[src/rtl/nth_band_predictor_pkg.sv]
`default_nettype none
// ============================================================================
// Module   : nth_band_predictor_pkg
// Purpose  : Shared widths and saturation bounds for the n-th band predictor
//            (default 16-bit samples, 10-bit Q1.9 alpha).
// Revision : 1.0 - initial release
// ============================================================================
package nth_band_predictor_pkg;

  localparam int DEF_DATA_WIDTH  = 16;
  localparam int DEF_ALPHA_WIDTH = 10;

  // Difference of two unsigned samples needs one extra sign bit.
  localparam int DIFF_WIDTH = DEF_DATA_WIDTH + 1;
  // Signed difference times unsigned alpha (alpha carries its own zero sign bit).
  localparam int PROD_WIDTH = DEF_DATA_WIDTH + DEF_ALPHA_WIDTH + 1;
  // Alpha is fixed point with one integer bit.
  localparam int ALPHA_FRAC = DEF_ALPHA_WIDTH - 1;

  // Prediction is clamped to the signed DIFF_WIDTH range.
  localparam logic signed [DIFF_WIDTH-1:0] SAT_MAX = {1'b0, {DEF_DATA_WIDTH{1'b1}}};
  localparam logic signed [DIFF_WIDTH-1:0] SAT_MIN = {1'b1, {DEF_DATA_WIDTH{1'b0}}};

endpackage : nth_band_predictor_pkg
`default_nettype wire

[src/rtl/nth_band_predictor_axis_join4.sv]
`default_nettype none
// ============================================================================
// Module   : axis_join4
// Purpose  : Joins the xhat sample stream with the three per-block parameter
//            streams. xhat is popped on every fire; the parameter streams are
//            only peeked and get popped together with the last sample of a block.
// Revision : 1.0 - initial release
// ============================================================================
module axis_join4
  import nth_band_predictor_pkg::*;
(
  input  logic xhat_valid,
  input  logic xhat_last_s,
  input  logic alpha_valid,
  input  logic xmean_valid,
  input  logic xhatmean_valid,
  input  logic out_ready,
  output logic xhat_ready,
  output logic alpha_ready,
  output logic xmean_ready,
  output logic xhatmean_ready,
  output logic fire
);

  // Every ready depends on all four valids, so no stream is consumed alone.
  assign fire           = xhat_valid & alpha_valid & xmean_valid & xhatmean_valid & out_ready;
  assign xhat_ready     = fire;
  assign alpha_ready    = fire & xhat_last_s;
  assign xmean_ready    = fire & xhat_last_s;
  assign xhatmean_ready = fire & xhat_last_s;

endmodule : axis_join4
`default_nettype wire

[src/rtl/nth_band_predictor.sv]
`default_nettype none
// ============================================================================
// Module   : nth_band_predictor
// Purpose  : xtilde = xmean + alpha*(xhat - xhatmean) for bands >= 1, as a
//            3-stage valid/ready pipeline (diff, scale, offset+saturate).
//            Optional macro NTHBAND_PREDICTOR_ROUNDING_EN selects round-half-up
//            for the alpha scaling instead of floor.
// Revision : 1.0 - initial release
// ============================================================================
module nth_band_predictor
  import nth_band_predictor_pkg::*;
#(
  parameter int DATA_WIDTH  = DEF_DATA_WIDTH,
  parameter int ALPHA_WIDTH = DEF_ALPHA_WIDTH
) (
  input  logic                  clk,
  input  logic                  rst,
  input  logic                  xhat_valid,
  output logic                  xhat_ready,
  input  logic [DATA_WIDTH-1:0] xhat_data,
  input  logic                  xhat_last_s,
  input  logic                  xmean_valid,
  output logic                  xmean_ready,
  input  logic [DATA_WIDTH-1:0] xmean_data,
  input  logic                  xhatmean_valid,
  output logic                  xhatmean_ready,
  input  logic [DATA_WIDTH-1:0] xhatmean_data,
  input  logic                  alpha_valid,
  output logic                  alpha_ready,
  input  logic [ALPHA_WIDTH-1:0] alpha_data,
  output logic                  xtilde_valid,
  input  logic                  xtilde_ready,
  output logic [DATA_WIDTH:0]   xtilde_data
);

  localparam int DW   = DATA_WIDTH + 1;
  localparam int FRAC = ALPHA_WIDTH - 1;
  // One bit beyond the product width so rounding and the mean offset never wrap.
  localparam int SW   = DATA_WIDTH + ALPHA_WIDTH + 2;

  localparam logic signed [SW-1:0] SAT_HI = {{(SW-DATA_WIDTH){1'b0}}, {DATA_WIDTH{1'b1}}};
  localparam logic signed [SW-1:0] SAT_LO = {{(SW-DATA_WIDTH){1'b1}}, {DATA_WIDTH{1'b0}}};

  logic s1_valid, s2_valid, s3_valid;
  logic s1_ready, s2_ready, s3_ready;
  logic fire;

  logic signed [DW-1:0]    s1_diff;
  logic [ALPHA_WIDTH-1:0]  s1_alpha;
  logic [DATA_WIDTH-1:0]   s1_xmean;
  logic signed [SW-1:0]    s2_q;
  logic [DATA_WIDTH-1:0]   s2_xmean;
  logic signed [DW-1:0]    s3_data;

  logic signed [DW-1:0]    diff_next;
  logic signed [SW-1:0]    prod;
  logic signed [SW-1:0]    prod_adj;
  logic signed [SW-1:0]    q_next;
  logic signed [SW-1:0]    sum;
  logic signed [DW-1:0]    sat_next;

  // A stage may load when it is empty or its content leaves this cycle.
  assign s3_ready = !s3_valid | xtilde_ready;
  assign s2_ready = !s2_valid | s3_ready;
  assign s1_ready = !s1_valid | s2_ready;

  axis_join4 u_join (
    .xhat_valid     (xhat_valid),
    .xhat_last_s    (xhat_last_s),
    .alpha_valid    (alpha_valid),
    .xmean_valid    (xmean_valid),
    .xhatmean_valid (xhatmean_valid),
    .out_ready      (s1_ready & ~rst),
    .xhat_ready     (xhat_ready),
    .alpha_ready    (alpha_ready),
    .xmean_ready    (xmean_ready),
    .xhatmean_ready (xhatmean_ready),
    .fire           (fire)
  );

  // Stage arithmetic: difference, scaled product with optional rounding, offset with clamp.
  always_comb begin
    diff_next = $signed({1'b0, xhat_data}) - $signed({1'b0, xhatmean_data});
    prod      = SW'(s1_diff) * SW'($signed({1'b0, s1_alpha}));
`ifdef NTHBAND_PREDICTOR_ROUNDING_EN
    prod_adj  = prod + (SW'(1) <<< (FRAC - 1));
`else
    prod_adj  = prod;
`endif
    q_next    = prod_adj >>> FRAC;
    sum       = s2_q + SW'($signed({1'b0, s2_xmean}));
    if (sum > SAT_HI) begin
      sat_next = SAT_HI[DW-1:0];
    end else if (sum < SAT_LO) begin
      sat_next = SAT_LO[DW-1:0];
    end else begin
      sat_next = sum[DW-1:0];
    end
  end

  // Valid bits of the three stages; reset drops everything in flight.
  always_ff @(posedge clk) begin
    if (rst) begin
      s1_valid <= 1'b0;
      s2_valid <= 1'b0;
      s3_valid <= 1'b0;
    end else begin
      if (s1_ready) s1_valid <= fire;
      if (s2_ready) s2_valid <= s1_valid;
      if (s3_ready) s3_valid <= s2_valid;
    end
  end

  // Data registers follow their valid bits and hold while the stage is stalled.
  always_ff @(posedge clk) begin
    if (s1_ready && fire) begin
      s1_diff  <= diff_next;
      s1_alpha <= alpha_data;
      s1_xmean <= xmean_data;
    end
    if (s2_ready && s1_valid) begin
      s2_q     <= q_next;
      s2_xmean <= s1_xmean;
    end
    if (s3_ready && s2_valid) begin
      s3_data  <= sat_next;
    end
  end

  assign xtilde_valid = s3_valid;
  assign xtilde_data  = s3_data;

endmodule : nth_band_predictor
`default_nettype wire

[config.mk]
export PLATFORM = sky130hd
export DESIGN_NAME = nth_band_predictor
export DESIGN_NICKNAME = d
export VERILOG_FILES = /design/src/rtl/nth_band_predictor_pkg.sv /design/src/rtl/nth_band_predictor_axis_join4.sv /design/src/rtl/nth_band_predictor.sv
export SDC_FILE = /design/constraint.sdc
export NUM_CORES = 1
export LEC_CHECK = 0
export ABC_CLOCK_PERIOD_IN_PS = 7650
export BUFFER_PORTS_ARGS = -buffer_cell sky130_fd_sc_hd__buf_2
export CAP_MARGIN = 40
export CORE_MARGIN = 8
export CORE_UTILIZATION = 60
export CTS_BUF_LIST = sky130_fd_sc_hd__clkbuf_4
export DETAILED_ROUTE_END_ITERATION = 8
export GPL_TIMING_DRIVEN = 0
export PLACE_DENSITY = 0.8
export SLEW_MARGIN = 20
export SYNTH_ARGS = -nofsm -noshare
export SYNTH_HDL_FRONTEND = slang
export SYNTH_SLANG_ARGS = --single-unit
[constraint.sdc]
create_clock -name clk -period 7.65 [get_ports clk]
set_input_delay 1.53 -clock clk [delete_from_list [all_inputs] [get_ports clk]]
set_output_delay 1.53 -clock clk [all_outputs]
set_load 0.1 [all_outputs]
==> metrics.md <==
| Metric | Value |
|---|---|
| Status | `complete, no violations` |
| # DRC | `0` |
| Row cnt | `50` |
| Detail Placement HPWL | `18950 um` |
| Final period util | `87.01%` |
| Final WL | `22480 um` |
| Cts hold-fix bufs | `0` |
| Top cell type's share of synthesized area | `27.43%` |
| CTS tree | `built` |
| Final Util | `65.71%` |
| Place WS | `1.070 ns` |
| Area leader, netlist | `fa_1` |
| Synth-to-Final Area Change | `8.260%` |
| Die area | `23370 sq um` |
| Fraction of registers with async set/reset | `0%` |
| Syn_area_per_cell | `9.938 sq um` |
| Clk buf depth | `2` |
| CP startpoint kind | `register` |
| IO buf count | `87` |
| Cells after Synth | `1131` |
| Post-CTS Setup Inserts | `0` |
| Post-route ant nets | `0` |
| Synth cell types | `60` |
| Final Hold Viols | `0` |
| Io pins | `88` |
| # resized after CTS | `0` |
| Die height | `152.9 um` |
| Initial Util | `60.70%` |
| Critical path arrival | `6.97 ns` |
| Syn_nets | `1443` |
| Count leader, synth | `inv_1` |
| Global-route wire length before repair | `38300 um` |
| Final GP Congestion | `0.8832` |
| Area contributors post-synth | `fa_1, edfxtp_1, ha_1` |
| Post-synth top flop | `edfxtp_1` |
| Setup TNS | `0 ns` |
| Depth of the most critical reg-to-reg path | `19` |
| M1 WL | `9964 um` |
| Tot Pwr | `2.089 mW` |
| Hold worst-path end | `s2_xmean[10]` |
| Hold Path Class | `register to register` |
| Fin crit period | `6.656 ns` |
| Worst R2R End | `s2_q[16]` |
| Crit Path Max Fanout | `10` |
| Cell Area, Synth | `11240 sq um` |
| PD cells | `171.7 nW/um^2` |
| Max-slew headroom | `45.88%` |
| Leakage | `5.744 nW` |
| Hold depth | `0` |
| Die extent in x | `152.9 um` |
| Root buffer cell | `clkbuf_4` |
| Crit path kind | `register to register` |
| Worst-path clk slew | `0.15 ns` |
| Max-cap viol count | `0` |
| Reg2reg setup slack | `0.99 ns` |
| F_max | `0.1502 GHz` |
| Via count | `7918` |
| Clock Latency Late Sink | `0.48 ns` |
| Clock buffer count from CTS | `9` |
| WL/cell | `15.25 um` |
| Vias/cell | `5.372` |
| Gr ovfl total | `0` |
| YS warnings | `0` |
| Core Region | `18520 sq um` |
| Nets | `1547` |
| Slew Viols, Final | `0` |
| Final setup violation count | `0` |
| Req. time, crit path | `7.96 ns` |
| Met3 WL | `909 um` |
| Iteration-0 DRC count of the detailed router | `463` |
| Yosys reg bits | `98` |
| H-tree levels | `3` |
| Synth cell count leaders | `inv_1, fa_1, nand2_1` |
| Unrepaired setup endpoints after global routing | `false` |
| Initial antenna violation count | `1` |
| Hold Startpoint | `s1_xmean[10]` |
| DRT Pass-1 Iters | `5` |
| Worst-margin pin slew | `0.8082 ns` |
| Met2 wire len | `11080 um` |
| Share of cells above drive strength 1 | `10.25%` |
| Seq/Total Area, Yosys | `25.92%` |
| Skew final | `0.02118 ns` |
| Total Routing Usage GR | `19.92%` |
| Largest net degree at the start of global routing | `27` |
| Reg-to-reg startpoint | `s1_alpha[2]` |
| Worst-case vdd ir drop | `0.08748 mV` |
| Clock sinks | `98` |
| Post-synth EDFFs | `95` |
| Max layer used | `met4` |
| Type of destination of the critical path | `register` |
| PnR worst setup slack | `0.9937 ns` |
| Vias in the first global route | `8405` |
-- kinds of logic (layout without fill, tap and decap cells) --
| logic type | after synthesis | count (layout) | synth area share [%] |
|---|---|---|---|
| buffers and inverters | 272 | 380 | 9.184 |
| muxes | 1 | 1 | 0.08906 |
| xor gates and xnor gates | 51 | 51 | 3.974 |
| other | 0 | 1 | 0 |
| DFF | 98 | 98 | 25.92 |
| and+or+nand+nor | 286 | 286 | 12.81 |
| adders and majority gates | 246 | 246 | 37.67 |
| AOI/OAI and AO/OA | 177 | 177 | 10.35 |
-- per-layer routing --
| metal | vias to the layer above | GRT usage, % |
|---|---|---|
| li1 | 3858 | - |
| met1 | 3849 | 24.08 |
| met2 | 176 | 35.82 |
| met3 | 35 | 3.524 |
| met4 | 0 | 5.844 |
| met5 | - | 0 |
-- placed cells by master, fill, tap and decap left out, types with 3 or more instances in the layout --
| cell | count |
|---|---|
| o31ai_1 | 6 |
| a2111oi_0 | 3 |
| nor2_1 | 24 |
| nand2_1 | 116 |
| o21ai_0 | 32 |
| nand3_1 | 13 |
| ha_1 | 92 |
| edfxtp_1 | 95 |
| nor3_1 | 8 |
| and2_1 | 85 |
| a211o_1 | 3 |
| inv_1 | 231 |
| o21a_1 | 11 |
| o21bai_1 | 4 |
| xnor2_1 | 37 |
| or3_1 | 5 |
| nand4_1 | 3 |
| and3_1 | 6 |
| o211ai_1 | 8 |
| xor2_1 | 14 |
| clkbuf_1 | 36 |
| a21oi_1 | 55 |
| nor2b_1 | 6 |
| a31o_2 | 3 |
| a221o_1 | 3 |
| dfxtp_1 | 3 |
| nand2b_1 | 5 |
| a21o_1 | 18 |
| clkbuf_4 | 11 |
| buf_4 | 6 |
| a211oi_1 | 5 |
| a31oi_1 | 3 |
| buf_2 | 89 |
| fa_1 | 154 |
-- how the worst max path moves through the flow --
| stage | from | end | slack, ns | depth (start not counted) |
|---|---|---|---|---|
| after global routing | s1_alpha[2] | s2_q[16] | 0.64 | 19 |
| after detailed placement | s1_alpha[2] | s2_q[16] | 1.07 | 19 |
| after floorplan | xtilde_ready | xhatmean_ready | 0.74 | 5 |
| after CTS | s1_alpha[2] | s2_q[16] | 1.03 | 19 |
| after global placement | xtilde_ready | s1_diff[14] | 0.30 | 4 |
| final | s1_alpha[2] | s2_q[16] | 0.99 | 19 |
-- report_power, final --
part           internal, mW  total, mW  switching [mW]
sequential            0.657      0.662         0.00519
combinational         0.497       1.17           0.677
clock                0.0742      0.253           0.179
-- per-stage QoR --
step,hold WS [ns],area [sq um],std cells
after floorplan,0.4003,11240,1131
after global placement,0.4048,11970,1452
after detailed placement,0.4057,12050,1457
after CTS,0.4308,12160,1472
after global routing,0.4386,12170,1474
final,0.4363,12170,1474
-- critical path, stage by stage (launching register included) --
cell	delay (ns)
edfxtp_1	0.35
clkbuf_1	0.39
clkbuf_1	0.44
nand2_1	0.15
fa_1	0.54
fa_1	0.53
inv_1	0.06
fa_1	0.50
fa_1	0.49
inv_1	0.05
fa_1	0.47
inv_1	0.04
ha_1	0.34
a21o_1	0.20
a21o_1	0.17
a2111oi_0	0.67
o22ai_1	0.17
a211oi_2	0.38
or4b_1	0.47
o211ai_1	0.10
-- registers in the layout, summed over array words and instances (netlist names) --
name,count
s1_alpha,10
s1_diff,17
s1_valid,1
s1_xmean,16
s2_q,19
s2_valid,1
s2_xmean,16
xtilde_data,17
xtilde_valid,1
-- final cells by class --
type,instances,area (sq um)
diodes,1,2.502
plain buffers,41,165.2
clock buffers,11,82.58
clock inverters,4,27.53
fillers,1486,6350
inverters,231,867.1
multi-input cells,761,7313
flip-flops and latches,98,2913
well taps,234,292.8
repair buffers,93,504.2
No activity file was read; power rests on OpenSTA's default activity.
